`config.mk`:
```
export PLATFORM = sky130hd
export DESIGN_NAME = reg_ce_rr_arbiter
export DESIGN_NICKNAME = d
export VERILOG_FILES = /design/src/rtl/reg_ce_rr_arbiter_pkg.sv /design/src/rtl/ce_register.sv /design/src/rtl/reg_ce_rr_arbiter.sv
export SDC_FILE = /design/constraint.sdc
export NUM_CORES = 1
export LEC_CHECK = 0
export CORE_MARGIN = 2
export CORE_UTILIZATION = 38
export CTS_CLUSTER_SIZE = 24
export DETAILED_ROUTE_END_ITERATION = 12
export PLACE_DENSITY = 0.83
export RECOVER_POWER = 25
export SKIP_LAST_GASP = 1
export SYNTH_ARGS = -nofsm -noshare
export SYNTH_HDL_FRONTEND = slang
export SYNTH_HIERARCHICAL = 1
export SYNTH_SLANG_ARGS = --single-unit
```
`constraint.sdc`:
```
create_clock -name CLK -period 4.06 [get_ports CLK]
set_clock_uncertainty 0.1 [all_clocks]
set_input_delay 1.015 -clock CLK [delete_from_list [all_inputs] [get_ports CLK]]
set_output_delay 1.015 -clock CLK [all_outputs]
set_load 0.05 [all_outputs]
```
`src/rtl/reg_ce_rr_arbiter_pkg.sv`:
```
// Shared constants and round-robin helper functions for reg_ce_rr_arbiter.
package reg_ce_rr_arbiter_pkg;

  localparam int unsigned DefWidth = 16;
  localparam int unsigned DefN     = 4;
  localparam int unsigned MaxN     = 16;
  localparam int unsigned MaxIdw   = 4;

  // One-hot grant for the first set request scanning ptr, ptr+1, ... modulo n.
  function automatic logic [MaxN-1:0] rr_pick(input logic [MaxN-1:0]   req,
                                               input logic [MaxIdw-1:0] ptr,
                                               input int unsigned       n);
    logic [MaxN-1:0]   gnt;
    logic [MaxIdw-1:0] idx;
    logic              found;
    gnt   = '0;
    found = 1'b0;
    for (int unsigned i = 0; i < MaxN; i++) begin
      if (i < n && !found) begin
        idx = MaxIdw'((32'(ptr) + i) % n);
        if (req[idx]) begin
          gnt[idx] = 1'b1;
          found    = 1'b1;
        end
      end
    end
    return gnt;
  endfunction

  function automatic logic [MaxIdw-1:0] onehot_to_idx(input logic [MaxN-1:0] oh);
    logic [MaxIdw-1:0] idx;
    idx = '0;
    for (int unsigned i = 0; i < MaxN; i++) begin
      if (oh[i]) idx |= MaxIdw'(i);
    end
    return idx;
  endfunction

endpackage

```
`src/rtl/ce_register.sv`:
```
// Clock-enabled register with synchronous clear.
module ce_register
  import reg_ce_rr_arbiter_pkg::*;
#(
  parameter int unsigned WIDTH = DefWidth
) (
  input  logic             CLK,
  input  logic             RESET,
  input  logic [WIDTH-1:0] I,
  input  logic             CE,
  output logic [WIDTH-1:0] O
);

  logic [WIDTH-1:0] value_d, value_q;

  always_comb begin
    value_d = value_q;
    if (CE) value_d = I;
  end

  always_ff @(posedge CLK) begin
    if (RESET) value_q <= '0;
    else       value_q <= value_d;
  end

  assign O = value_q;

endmodule

```
`src/rtl/reg_ce_rr_arbiter.sv`:
```
// Round-robin arbiter sharing one clock-enabled register among N write requesters.
module reg_ce_rr_arbiter
  import reg_ce_rr_arbiter_pkg::*;
#(
  parameter int unsigned WIDTH = DefWidth,
  parameter int unsigned N     = DefN,
  localparam int unsigned IDW  = $clog2(N)
) (
  input  logic               CLK,
  input  logic               RESET,
  input  logic [N-1:0]       req,
  input  logic [N*WIDTH-1:0] data,
  input  logic               hold,
  output logic [N-1:0]       gnt,
  output logic [WIDTH-1:0]   O,
  output logic [IDW-1:0]     owner,
  output logic               valid
);

  logic [IDW-1:0]   owner_d, owner_q;
  logic [IDW-1:0]   ptr_d, ptr_q;
  logic             valid_d, valid_q;
  logic [IDW-1:0]   gnt_idx;
  logic [WIDTH-1:0] sel_data;
  logic             ce;

  always_comb begin
    gnt = '0;
    if (!RESET && !hold && (req != '0)) begin
      gnt = N'(rr_pick(MaxN'(req), MaxIdw'(ptr_q), N));
    end
    ce      = |gnt;
    gnt_idx = IDW'(onehot_to_idx(MaxN'(gnt)));

    sel_data = '0;
    for (int unsigned i = 0; i < N; i++) begin
      if (gnt[i]) sel_data |= data[i*WIDTH +: WIDTH];
    end

    owner_d = owner_q;
    valid_d = valid_q;
    ptr_d   = ptr_q;
    if (ce) begin
      owner_d = gnt_idx;
      valid_d = 1'b1;
      // Wrap at N, not 2^IDW, so non-power-of-two N never points past the last requester.
      ptr_d   = (gnt_idx == IDW'(N - 1)) ? '0 : gnt_idx + 1'b1;
    end
  end

  always_ff @(posedge CLK) begin
    if (RESET) begin
      owner_q <= '0;
      valid_q <= 1'b0;
      ptr_q   <= '0;
    end else begin
      owner_q <= owner_d;
      valid_q <= valid_d;
      ptr_q   <= ptr_d;
    end
  end

  ce_register #(
    .WIDTH (WIDTH)
  ) u_value (
    .CLK   (CLK),
    .RESET (RESET),
    .I     (sel_data),
    .CE    (ce),
    .O     (O)
  );

  assign owner = owner_q;
  assign valid = valid_q;

  always_ff @(posedge CLK) begin
    assert ($onehot0(gnt));
  end

endmodule

```
* Word-level counts from Yosys, hierarchy flattened
Cells that the tools add are included.
Storage, ports and cells: input bits 71, bits in registers 21
Operators by class: $lt $le $gt $ge 8, reduce and logical (&&, ||, !) cells 10, muxes and demuxes 43, eq/ne operators 1, bitwise logic cells 6, add/subtract/negate cells 4
Operators by type and width (number):
- 2-to-1 mux 16 bit | 4
- OR 16 bit | 3
- 2-to-1 mux 4 bit | 11
- less-than comparator 2 x 5 -> 1 bit, second input constant | 4
- 2-to-1 mux 1 bit | 17
- OR 4 bit | 3
- binary-select mux 1 bit (select 2 bit) | 4
- demux 1 bit (select 2 bit) | 4
- >= comparator 2 x 1 -> 1 bit, second input constant | 4
- logical AND 1 bit | 6
- 2-to-1 mux 2 bit | 3
- adder 2 x 1 -> 2 bit, second input constant | 2
- adder 2 bit, second input constant | 2
- nonzero test 4 bit | 1
- OR reduction 4 bit | 1
- == test 2 bit, second input constant | 1
- logical NOT 1 bit | 2

* Depth between registers and ports, before layout
depth after elaboration 25, gate-level depth with buffers 14, depth with buffers taken out 10

* Modules after synthesis
The synthesis kept the hierarchy.
Modules (own cells, without submodules):
- reg_ce_rr_arbiter | times used 1, cells an instance 128, area each 1004.7 um2
- ce_register | times used 1, cells an instance 52, area each 580.6 um2

* Worst setup path after synthesis
Ideal clock, no wire load.
path kind input to output, start point input req[2], end point output gnt[2], arrival 2.341 ns, path buffers 1, stages 4, slack 0.604 ns, cell sequence or4_4 > and3_1 > a221o_1 > buf_6
On the way: longest elaborated chain between the ends 16
Ends and longest elaborated chain:
- start, declared | line reg_ce_rr_arbiter.sv:11 | input logic [N-1:0] req,
- binary-select mux 1 bit (select 2 bit) | line reg_ce_rr_arbiter_pkg.sv:21 | if (req[idx]) begin
- 2-to-1 mux 1 bit (implied by the code) | line reg_ce_rr_arbiter_pkg.sv:21
- 2-to-1 mux 4 bit | line reg_ce_rr_arbiter_pkg.sv:21
- 2-to-1 mux 4 bit | line reg_ce_rr_arbiter.sv:29 | if (!RESET && !hold && (req != '0)) begin
- OR 4 bit (no source line)
- 2-to-1 mux 4 bit | line reg_ce_rr_arbiter_pkg.sv:21
- 2-to-1 mux 4 bit | line reg_ce_rr_arbiter_pkg.sv:19 | if (i < n && !found) begin
- 2-to-1 mux 4 bit | line reg_ce_rr_arbiter.sv:29
- OR 4 bit (no source line)
- 2-to-1 mux 4 bit | line reg_ce_rr_arbiter_pkg.sv:21
- 2-to-1 mux 4 bit | line reg_ce_rr_arbiter_pkg.sv:19
- 2-to-1 mux 4 bit | line reg_ce_rr_arbiter.sv:29
- OR 4 bit (no source line)
- 2-to-1 mux 4 bit | line reg_ce_rr_arbiter_pkg.sv:21
- 2-to-1 mux 4 bit | line reg_ce_rr_arbiter_pkg.sv:19
- 2-to-1 mux 4 bit * | line reg_ce_rr_arbiter.sv:29
- end, declared | line reg_ce_rr_arbiter.sv:14 | output logic [N-1:0] gnt,
Mark *: on every way between the ends. The rest lies on a longest branch, timed or not. The select of a mux whose other input is x is not followed.

* Worst setup path after layout
start point input req[1], end point output gnt[2]
The elaborated chain is that of the path after synthesis.

==> results.txt <==
status - finished clean
H-tree levels - 1
Leakage - 1.10 nW
#FFs+latches synth - 21
Max Root-Sink Buffers - 2
sequential share of the synthesized area - 26.5%
Port Buf Inserts - 93
DIE WIDTH - 68.6 um
arrival time worst endpoint - 2.89 ns
net switching power - 372 uW
Power per Cell Area - 348 nW/um^2
Max-Cap Viols - 0
clock-pin slew on the worst setup and hold paths - 0.07 ns
Slew HR - 63.3%
Nets - 351
HP Class - flip-flop to flip-flop
CP Data Required Time - 2.94 ns
routability cong. - 0.956
post-synth net total - 257
Synth cell types - 35
syn_area_per_cell - 8.81 sq um
Clock power frac - 14.9%
DR pass1 iterations - 8
final hold vios - 0
Worst Tran Pin Value - 0.549 ns
Tot GR Track Use - 21.6%
IO Count - 94
DR iter-0 viols - 168
M3 GR Usage - 5.52%
final worst slack - 0.0593 ns
Root Buffer - clkbuf_8
Placement Setup Slack - 0.0192 ns
Filler Cell Count - 341
Die H - 68.6 um
die area - 4700 sq um
crit path time final - 4.00 ns
Sink Count - 21
first-pass GRT wire length - 7610 um
Worst Path Max Fanout - 6
most common cell after layout, fill and taps aside - clkdlybuf4s50_1
final setup TNS - 0 ns
final WL - 5090 um
kind of start point of the critical path - input pin
largest net degree at the start of global routing - 23
Max Clk Rate - 250 MHz
Diodes inserted - 0
crit end category - primary output
# DRC - 0
via density per instance - 5.53
DR WL/cell - 15.8 um
P_int - 540 uW
antenna violations before repair - 0
fin crit share - 98.5%
grt total ovfl - 0
GR Layer Usage met2 - 38.0%
initial core utilization - 39.6%
number of global-route vias before repair - 1662
peak supply drop - 0.263 mV
area grow syn2layout - 65.4%
part of the power in combinational logic - 57.3%
commonest non-fill, non-tap cells in the layout - 77 x clkdlybuf4s50_1, 37 x nand2_1, 22 x nor2_1
Core Box Area - 4000 sq um
cts hold-fix bufs - 0
M1 GR Usage - 26.4%
clock latency on the worst-skew pair - 0.26 ns
Reg power frac - 27.8%
Vias - 1787
Synth Instances - 180
YS warnings - 6
Top Usage Layer GRT - met2
Routed Antenna Nets - 0
kind of critical path - input pin to primary output
final setup fails - 0
Rows - 23
Slew Limit Fails - 0
layout cell share with drive strength beyond 1 - 9.52%
mapped cell area - 1590 sq um
dpl hpwl - 3720 um
CTS tree - yes
CTS buffer count - 3
Sw Ratio - 40.8%
-- cells by family (layout without fill, tap and decap cells) --
kind of cell | Yosys count | count (layout) | synth area share, %
AOI/OAI and AO/OA | 36 | 36 | 19.7
adders and majority gates | 6 | 6 | 4.74
buffers and inverters | 17 | 110 | 8.44
DFF | 21 | 21 | 26.5
muxes | 21 | 21 | 17.7
and+or+nand+nor | 79 | 79 | 23.0
-- metal layers --
| layer | vias up | part of all wire, % |
|---|---|---|
| li1 | 862 | - |
| met1 | 844 | 38 |
| met2 | 77 | 54 |
| met3 | 4 | 7.3 |
| met4 | 0 | 0.81 |
| met5 | - | 0 |
-- worst paths after layout --
check / startpoint / endpoint / slack [ns] / depth (start not counted)
setup / recovery: req[1] / gnt[2] / 0.06 / 5
setup reg to reg: ptr_q[0]$_SDFFE_PP0P_ / u_value/O[7]$_SDFFE_PP0P_ / 0.53 / 12
hold / removal: u_value/O[8]$_SDFFE_PP0P_ / u_value/O[8]$_SDFFE_PP0P_ / 0.41 / 2
hold reg to reg: u_value/O[8]$_SDFFE_PP0P_ / u_value/O[8]$_SDFFE_PP0P_ / 0.41 / 2
-- timing repair --
item | in CTS | in global routing
resized for setup | 0 | 4
setup buffers | 0 | 1
setup endpoints to repair | 0 | 4
-- per-stage QoR --
stage	cells	power, mW	utilization, %	instance area [sq um]	hold WS, ns
after floorplan	180	0.615	-	1590	0.637
after global placement	318	0.770	64.0	2560	0.371
after detailed placement	318	0.778	64.0	2560	0.385
after CTS	322	0.917	65.2	2610	0.410
after global routing	323	0.968	65.5	2620	0.432
final	323	0.913	65.5	2620	0.407
-- synthesized netlist by cell type (all sizes together) --
cell type / instances / area (sq um)
a222oi: 16 / 160
dfxtp: 21 / 420
nand2: 37 / 139
a22o: 1 / 8.76
a21oi: 6 / 33.8
inv: 4 / 15.0
or4: 1 / 11.3
a2111oi: 1 / 15.0
o31a: 3 / 27.5
nor3: 2 / 10.0
a221o: 2 / 20.0
or2b: 1 / 7.51
mux2i: 16 / 160
a211oi: 3 / 22.5
mux4: 5 / 120
nor3b: 3 / 22.5
buf: 13 / 119
nor2: 23 / 86.3
or3: 1 / 6.26
o21ai: 3 / 15.0
and3: 3 / 23.8
and3b: 2 / 17.5
a211o: 1 / 8.76
nor4: 1 / 6.26
nand3b: 2 / 15.0
ha: 6 / 75.1
nand2b: 3 / 18.8
-- cell type report --
class                      instances  area [sq um]  area share [%]
clock buffer                       3          41.3            1.58
clock inverter                     1          5.00           0.191
inverter                           4          15.0           0.573
multi-input combinational        142          1030            39.4
sequential                        21           420            16.0
tap                               50          62.6            2.39
timing repair buffer             102          1040            39.8
-- registers in the layout, indices dropped and copies added (netlist names) --
name / count
u_value/O: 16
owner: 2
ptr_q: 2
valid: 1
-- worst max-delay path, stage by stage --
cell             delay [ns]
clkdlybuf4s50_1        0.48
or4_4                  0.57
and3_1                 0.24
a221o_1                0.40
buf_12                 0.17
-- power groups by stage --
stage	registers (mW)	clock network (mW)	logic (mW)
2_1_floorplan	0.330	0	0.286
3_3_place_gp	0.257	0	0.513
3_5_place_dp	0.258	0	0.520
4_1_cts	0.254	0.139	0.524
5_1_grt	0.259	0.151	0.558
6_report	0.254	0.136	0.523
No activity file was read; power rests on OpenSTA's default activity.
